File: src/rtl/alu_pkg.sv
// Shared types and constants for the ALU control stage: ALU opcode
// enumeration, RV32I major opcodes, and the funct3 -> ALU op mapping.
package alu_pkg;

    typedef enum logic [4:0] {
        ALU_ADD  = 5'b00000,
        ALU_SUB  = 5'b00001,
        ALU_SLL  = 5'b00010,
        ALU_SLT  = 5'b00011,
        ALU_SLTU = 5'b00100,
        ALU_XOR  = 5'b00101,
        ALU_SRL  = 5'b00110,
        ALU_SRA  = 5'b00111,
        ALU_OR   = 5'b01000,
        ALU_AND  = 5'b01001,
        ALU_LUI  = 5'b01010
    } alu_op_t;

    localparam logic [6:0] OP_R      = 7'b0110011;
    localparam logic [6:0] OP_I      = 7'b0010011;
    localparam logic [6:0] OP_LUI    = 7'b0110111;
    localparam logic [6:0] OP_AUIPC  = 7'b0010111;
    localparam logic [6:0] OP_LOAD   = 7'b0000011;
    localparam logic [6:0] OP_STORE  = 7'b0100011;
    localparam logic [6:0] OP_JAL    = 7'b1101111;
    localparam logic [6:0] OP_JALR   = 7'b1100111;
    localparam logic [6:0] OP_BRANCH = 7'b1100011;

    localparam logic [6:0] F7_BASE   = 7'b0000000;
    localparam logic [6:0] F7_ALT    = 7'b0100000;

    // Map funct3 to the ALU op; alt selects SUB for 000 and SRA for 101.
    function automatic alu_op_t f3_to_op(input logic [2:0] f3, input logic alt);
        alu_op_t op;
        case (f3)
            3'b000:  op = alt ? ALU_SUB : ALU_ADD;
            3'b001:  op = ALU_SLL;
            3'b010:  op = ALU_SLT;
            3'b011:  op = ALU_SLTU;
            3'b100:  op = ALU_XOR;
            3'b101:  op = alt ? ALU_SRA : ALU_SRL;
            3'b110:  op = ALU_OR;
            default: op = ALU_AND;
        endcase
        return op;
    endfunction

endpackage

File: src/rtl/alu_op_decoder.sv
// Combinational RV32I decode of an instruction into ALU opcode, operand
// selects and an illegal flag. Illegal encodings force the reset opcode.
module alu_op_decoder
    import alu_pkg::*;
#(
    parameter logic [4:0] RST_OP = 5'b00000
) (
    input  logic [31:0] instr,
    output alu_op_t     alu_op,
    output logic        sel_a_pc,
    output logic        sel_b_imm,
    output logic        illegal
);

    logic [6:0] opcode;
    logic [2:0] f3;
    logic [6:0] f7;
    logic       unused_bits;

    alu_op_t    raw_op;
    logic       raw_a;
    logic       raw_b;

    assign opcode      = instr[6:0];
    assign f3          = instr[14:12];
    assign f7          = instr[31:25];
    assign unused_bits = ^{instr[24:15], instr[11:7]};

    // Raw field decode plus legality check per major opcode.
    always_comb begin
        raw_op  = ALU_ADD;
        raw_a   = 1'b0;
        raw_b   = 1'b0;
        illegal = 1'b0;
        case (opcode)
            OP_R: begin
                raw_op  = f3_to_op(f3, f7[5]);
                illegal = !((f7 == F7_BASE) ||
                            ((f7 == F7_ALT) && ((f3 == 3'b000) || (f3 == 3'b101))));
            end
            OP_I: begin
                raw_b  = 1'b1;
                raw_op = f3_to_op(f3, (f3 == 3'b101) && f7[5]);
                if (f3 == 3'b001)
                    illegal = (f7 != F7_BASE);
                else if (f3 == 3'b101)
                    illegal = !((f7 == F7_BASE) || (f7 == F7_ALT));
            end
            OP_LUI: begin
                raw_op = ALU_LUI;
                raw_b  = 1'b1;
            end
            OP_AUIPC: begin
                raw_a = 1'b1;
                raw_b = 1'b1;
            end
            OP_LOAD, OP_STORE, OP_JALR: begin
                raw_b = 1'b1;
            end
            OP_JAL: begin
                raw_a = 1'b1;
            end
            OP_BRANCH: begin
                raw_op = ALU_SUB;
            end
            default: begin
                illegal = 1'b1;
            end
        endcase
    end

    // Illegal instructions carry neutral fields into Execute.
    always_comb begin
        alu_op    = raw_op;
        sel_a_pc  = raw_a;
        sel_b_imm = raw_b;
        if (illegal) begin
            alu_op    = alu_op_t'(RST_OP);
            sel_a_pc  = 1'b0;
            sel_b_imm = 1'b0;
        end
    end

endmodule

File: src/rtl/alu_ctrl_stage.sv
// ID/EX boundary for the ALU control fields: decodes the Decode-stage
// instruction and registers the result into Execute with flush/stall control.
module alu_ctrl_stage
    import alu_pkg::*;
#(
    parameter int         XLEN   = 32,
    parameter logic [4:0] RST_OP = 5'b00000
) (
    input  logic            clk,
    input  logic            rst_n,
    input  logic [XLEN-1:0] instrD,
    input  logic            validD,
    input  logic            stallE,
    input  logic            flushE,
    output logic [4:0]      alu_opE,
    output logic            sel_a_pcE,
    output logic            sel_b_immE,
    output logic            validE,
    output logic            illegalE
);

    alu_op_t dec_op;
    logic    dec_a;
    logic    dec_b;
    logic    dec_ill;

    alu_op_decoder #(
        .RST_OP (RST_OP)
    ) u_dec (
        .instr     (instrD),
        .alu_op    (dec_op),
        .sel_a_pc  (dec_a),
        .sel_b_imm (dec_b),
        .illegal   (dec_ill)
    );

    // E-stage register: reset/flush bubble > stall hold > load (bubble if not valid).
    always_ff @(posedge clk) begin
        if (!rst_n || flushE) begin
            alu_opE    <= RST_OP;
            sel_a_pcE  <= 1'b0;
            sel_b_immE <= 1'b0;
            validE     <= 1'b0;
            illegalE   <= 1'b0;
        end else if (!stallE) begin
            if (validD) begin
                alu_opE    <= dec_op;
                sel_a_pcE  <= dec_a;
                sel_b_immE <= dec_b;
                validE     <= 1'b1;
                illegalE   <= dec_ill;
            end else begin
                alu_opE    <= RST_OP;
                sel_a_pcE  <= 1'b0;
                sel_b_immE <= 1'b0;
                validE     <= 1'b0;
                illegalE   <= 1'b0;
            end
        end
    end

endmodule

File: config.mk
export PLATFORM = sky130hd
export DESIGN_NAME = alu_ctrl_stage
export DESIGN_NICKNAME = d
export VERILOG_FILES = /design/src/rtl/alu_pkg.sv /design/src/rtl/alu_op_decoder.sv /design/src/rtl/alu_ctrl_stage.sv
export SDC_FILE = /design/constraint.sdc
export NUM_CORES = 1
export LEC_CHECK = 0
export ABC_AREA = 1
export BUFFER_PORTS_ARGS = -buffer_cell sky130_fd_sc_hd__buf_4
export CORE_ASPECT_RATIO = 0.9
export CORE_MARGIN = 2
export CORE_UTILIZATION = 36
export CTS_CLUSTER_DIAMETER = 80
export DETAILED_ROUTE_END_ITERATION = 10
export PLACE_DENSITY = 0.77
export SETUP_SLACK_MARGIN = 0.02
export SYNTH_ARGS = -nofsm -noshare
export SYNTH_HDL_FRONTEND = slang
export SYNTH_SLANG_ARGS = --single-unit
File: constraint.sdc
create_clock -name clk -period 1 [get_ports clk]
set_input_delay 0.15 -clock clk [delete_from_list [all_inputs] [get_ports clk]]
set_output_delay 0.15 -clock clk [all_outputs]
set_load 0.05 [all_outputs]
==> qor.txt <==
Status -> finished, violations left
Failing checks -> negative setup slack
CP max FO -> 5
Antenna diode count -> 0
Critical R2R Launch -> sel_b_immE$_SDFFE_PP0N_
Pwr per Cell Area -> 715 nW/um2
Max stage delay on crit path -> 160 ps
P&R area growth vs syn -> 84.9%
Hold Fails Final Rpt -> 0
Total of max-cap violations -> 0
Final Cell Area -> 1240 um2
Critical path required time -> 1190 ps
Fin. max-slew vios -> 0
Mean routed wirelength per cell -> 12.0 um
Worst setup SP type -> primary input
Yosys top cell area share -> 0.239
Hold Buf Count CTS -> 0
# DRC -> 0
TritonCTS clock tree -> done
Initial Util -> 0.390
Fillers -> 146
Synth top area cells -> dfxtp_1, nand2_1, nor2_1
Final std cells w/o fill -> 196
RSZ-0062 raised after global routing -> yes
CTS buffer count -> 3
H-tree depth -> 1
DP HPWL -> 1660 um
Minimum clock period -> 1020 ps
Flop pwr share -> 0.365
Hold WC Path Type -> primary input to flop
Final setup fails -> 2
# IOs -> 46
NetSw -> 0.279 mW
Sequential share of the synthesized area -> 0.239
DIE AREA -> 2220 um2
# nets final -> 211
Peak supply drop -> 0.000485 V
WS Path Type -> primary input to flop
R2r setup slk -> 360 ps
Distinct cells, synth -> 19
Total number of vias -> 981
Worst R2R Path Depth -> 2
WHS Endpoint -> alu_opE[1]$_SDFFE_PP0N_
Clk buf depth -> 2
Post-route setup slack -> -15.5 ps
Cell count after synthesis -> 119
Clk_lat worst skew -> 250 ps
Internal Power -> 0.606 mW
Post-Syn Area -> 669 um2
Leakage -> 0.630 nW
Core Footprint -> 1720 um2
Clock sink count -> 8
Sw frac -> 0.315
Routability-driven placement congestion ratio -> 0.840
Setup Skew -> 0 ps
Seq. cell area -> 160 um2
Slowest cell on crit path -> nor2_4
DR iter-0 viols -> 22
Die Width -> 49.5 um
Synth Area per Inst -> 5.63 um2
Power share of the clock group -> 0.285
Most common cell after layout, fill and taps aside -> buf_4
Root Buffer -> clkbuf_4
Synthesis warning total -> 0
Clock-pin slew on the worst setup and hold paths -> 60 ps
Hold depth -> 3
Post-Route WL -> 2350 um
First-pass GRT wire length -> 3560 um
Chip height -> 44.9 um
# rows -> 14
Pre-CTS setup slack -> -252 ps
Tot GR Track Use -> 0.206
Vias in the first global route -> 909
Combinational share of power -> 0.350
Largest net degree at the start of global routing -> 10
Fmax -> 985 MHz
DRT Pass-1 Iters -> 5
Worst r2r dst -> sel_b_immE$_SDFFE_PP0N_
Input/output buffers -> 29
Antenna violations before repair -> 0
GRT overflow -> 0
Worst Setup End Kind -> flop
Share of layout cells above drive strength 1 -> 0.512
Most frequent cells in the layout -> buf_4, nand2_1, inv_1
Beginning of the worst hold path -> stallE
Tcrit/Tclk final -> 1.02
Syn_nets -> 156
Largest area contributor in the netlist -> dfxtp_1
Final TNS setup -> -24.1 ps
Placed Cells -> 189
Routed vias/inst -> 5.01
Multi-input logic area -> 543 um2
FF+latch count, synth -> 8
Placed inst area -> 1070 um2
Worst path cell trace -> buf_6 -> inv_6 -> nand2_2 -> nor2_4 -> nand2_2 -> buf_4 -> buf_4 -> o2111ai_2 -> nand3_1 -> a21oi_1
Crit path DAT -> 1200 ps
Final ANT Viol Nets -> 0
sequential cells by signal (all words and copies together) (netlist names):
register / cells
alu_opE: 4
illegalE: 1
validE: 1
sel_b_immE: 1
sel_a_pcE: 1
cells by family (layout without fill, tap and decap cells):
kind of cell           after synthesis  after routing  synth area share
other                                1              1           0.00560
AND/OR/NAND/NOR                     75             75             0.518
flip-flops                           8              8             0.239
buffers and inverters               19             72             0.112
AO/OA/AOI/OAI                       16             16             0.125
synth_stat cells, drive strengths merged:
master	n
nand2	39
nor2	19
inv	17
nand3	11
a21oi	10
dfxtp	8
o21ai	5
nand4	4
buf	1
clkbuf	1
conb	1
nor3	1
nor4	1
o2111ai	1
worst max-delay path by stage:
stage / start / end / slack (ps)
finish: instrD[2] / sel_b_immE$_SDFFE_PP0N_ / -20
global route: instrD[6] / alu_opE[3]$_SDFFE_PP0N_ / -120
CTS: instrD[3] / alu_opE[3]$_SDFFE_PP0N_ / 10
detailed placement: instrD[6] / alu_opE[3]$_SDFFE_PP0N_ / -250
global placement: instrD[3] / sel_b_immE$_SDFFE_PP0N_ / -190
floorplan: instrD[2] / alu_opE[0]$_SDFFE_PP0N_ / 20
area by class of cell:
type                       instances  share of cell area
timing repair buffer              52               0.334
inverter                          17              0.0556
sequential                         8               0.129
clock buffer                       3              0.0182
multi-input combinational         92               0.439
tap                               24              0.0243
power groups by stage:
stage | registers (mW) | logic [mW] | clock network (mW)
floorplan | 0.339 | 0.105 | 0
global placement | 0.330 | 0.253 | 0
detailed placement | 0.330 | 0.263 | 0
CTS | 0.323 | 0.267 | 0.258
global route | 0.323 | 0.334 | 0.267
finish | 0.323 | 0.310 | 0.252
worst max-delay path, delay by kind of cell:
family / cells / cell delay (ps)
simple gates: 4 / 400
buf+inv: 4 / 420
compound gates: 2 / 210
per-stage QoR:
stage	hold WS, ps	utilization	total power [mW]
final	195	0.721	0.885
after global routing	200	0.721	0.925
after CTS	192	0.644	0.848
after detailed placement	456	0.625	0.593
after global placement	452	0.625	0.583
after floorplan	310	-	0.444
layer usage:
layer / routed length, um / share of wire / global-route usage
met1: 931 / 0.40 / 0.209
met2: 1260 / 0.54 / 0.411
met3: 89 / 0.038 / 0.0430
met4: 68 / 0.029 / 0.0944
met5: 0 / 0 / 0
timing repair:
action                     4_1_cts  5_1_grt
setup buffers                    1        3
setup endpoints to repair        3        7
gates cloned                     0        0
pin swaps                        3       21
gates resized for setup          1       30
Power figures use the tool's default switching activity.
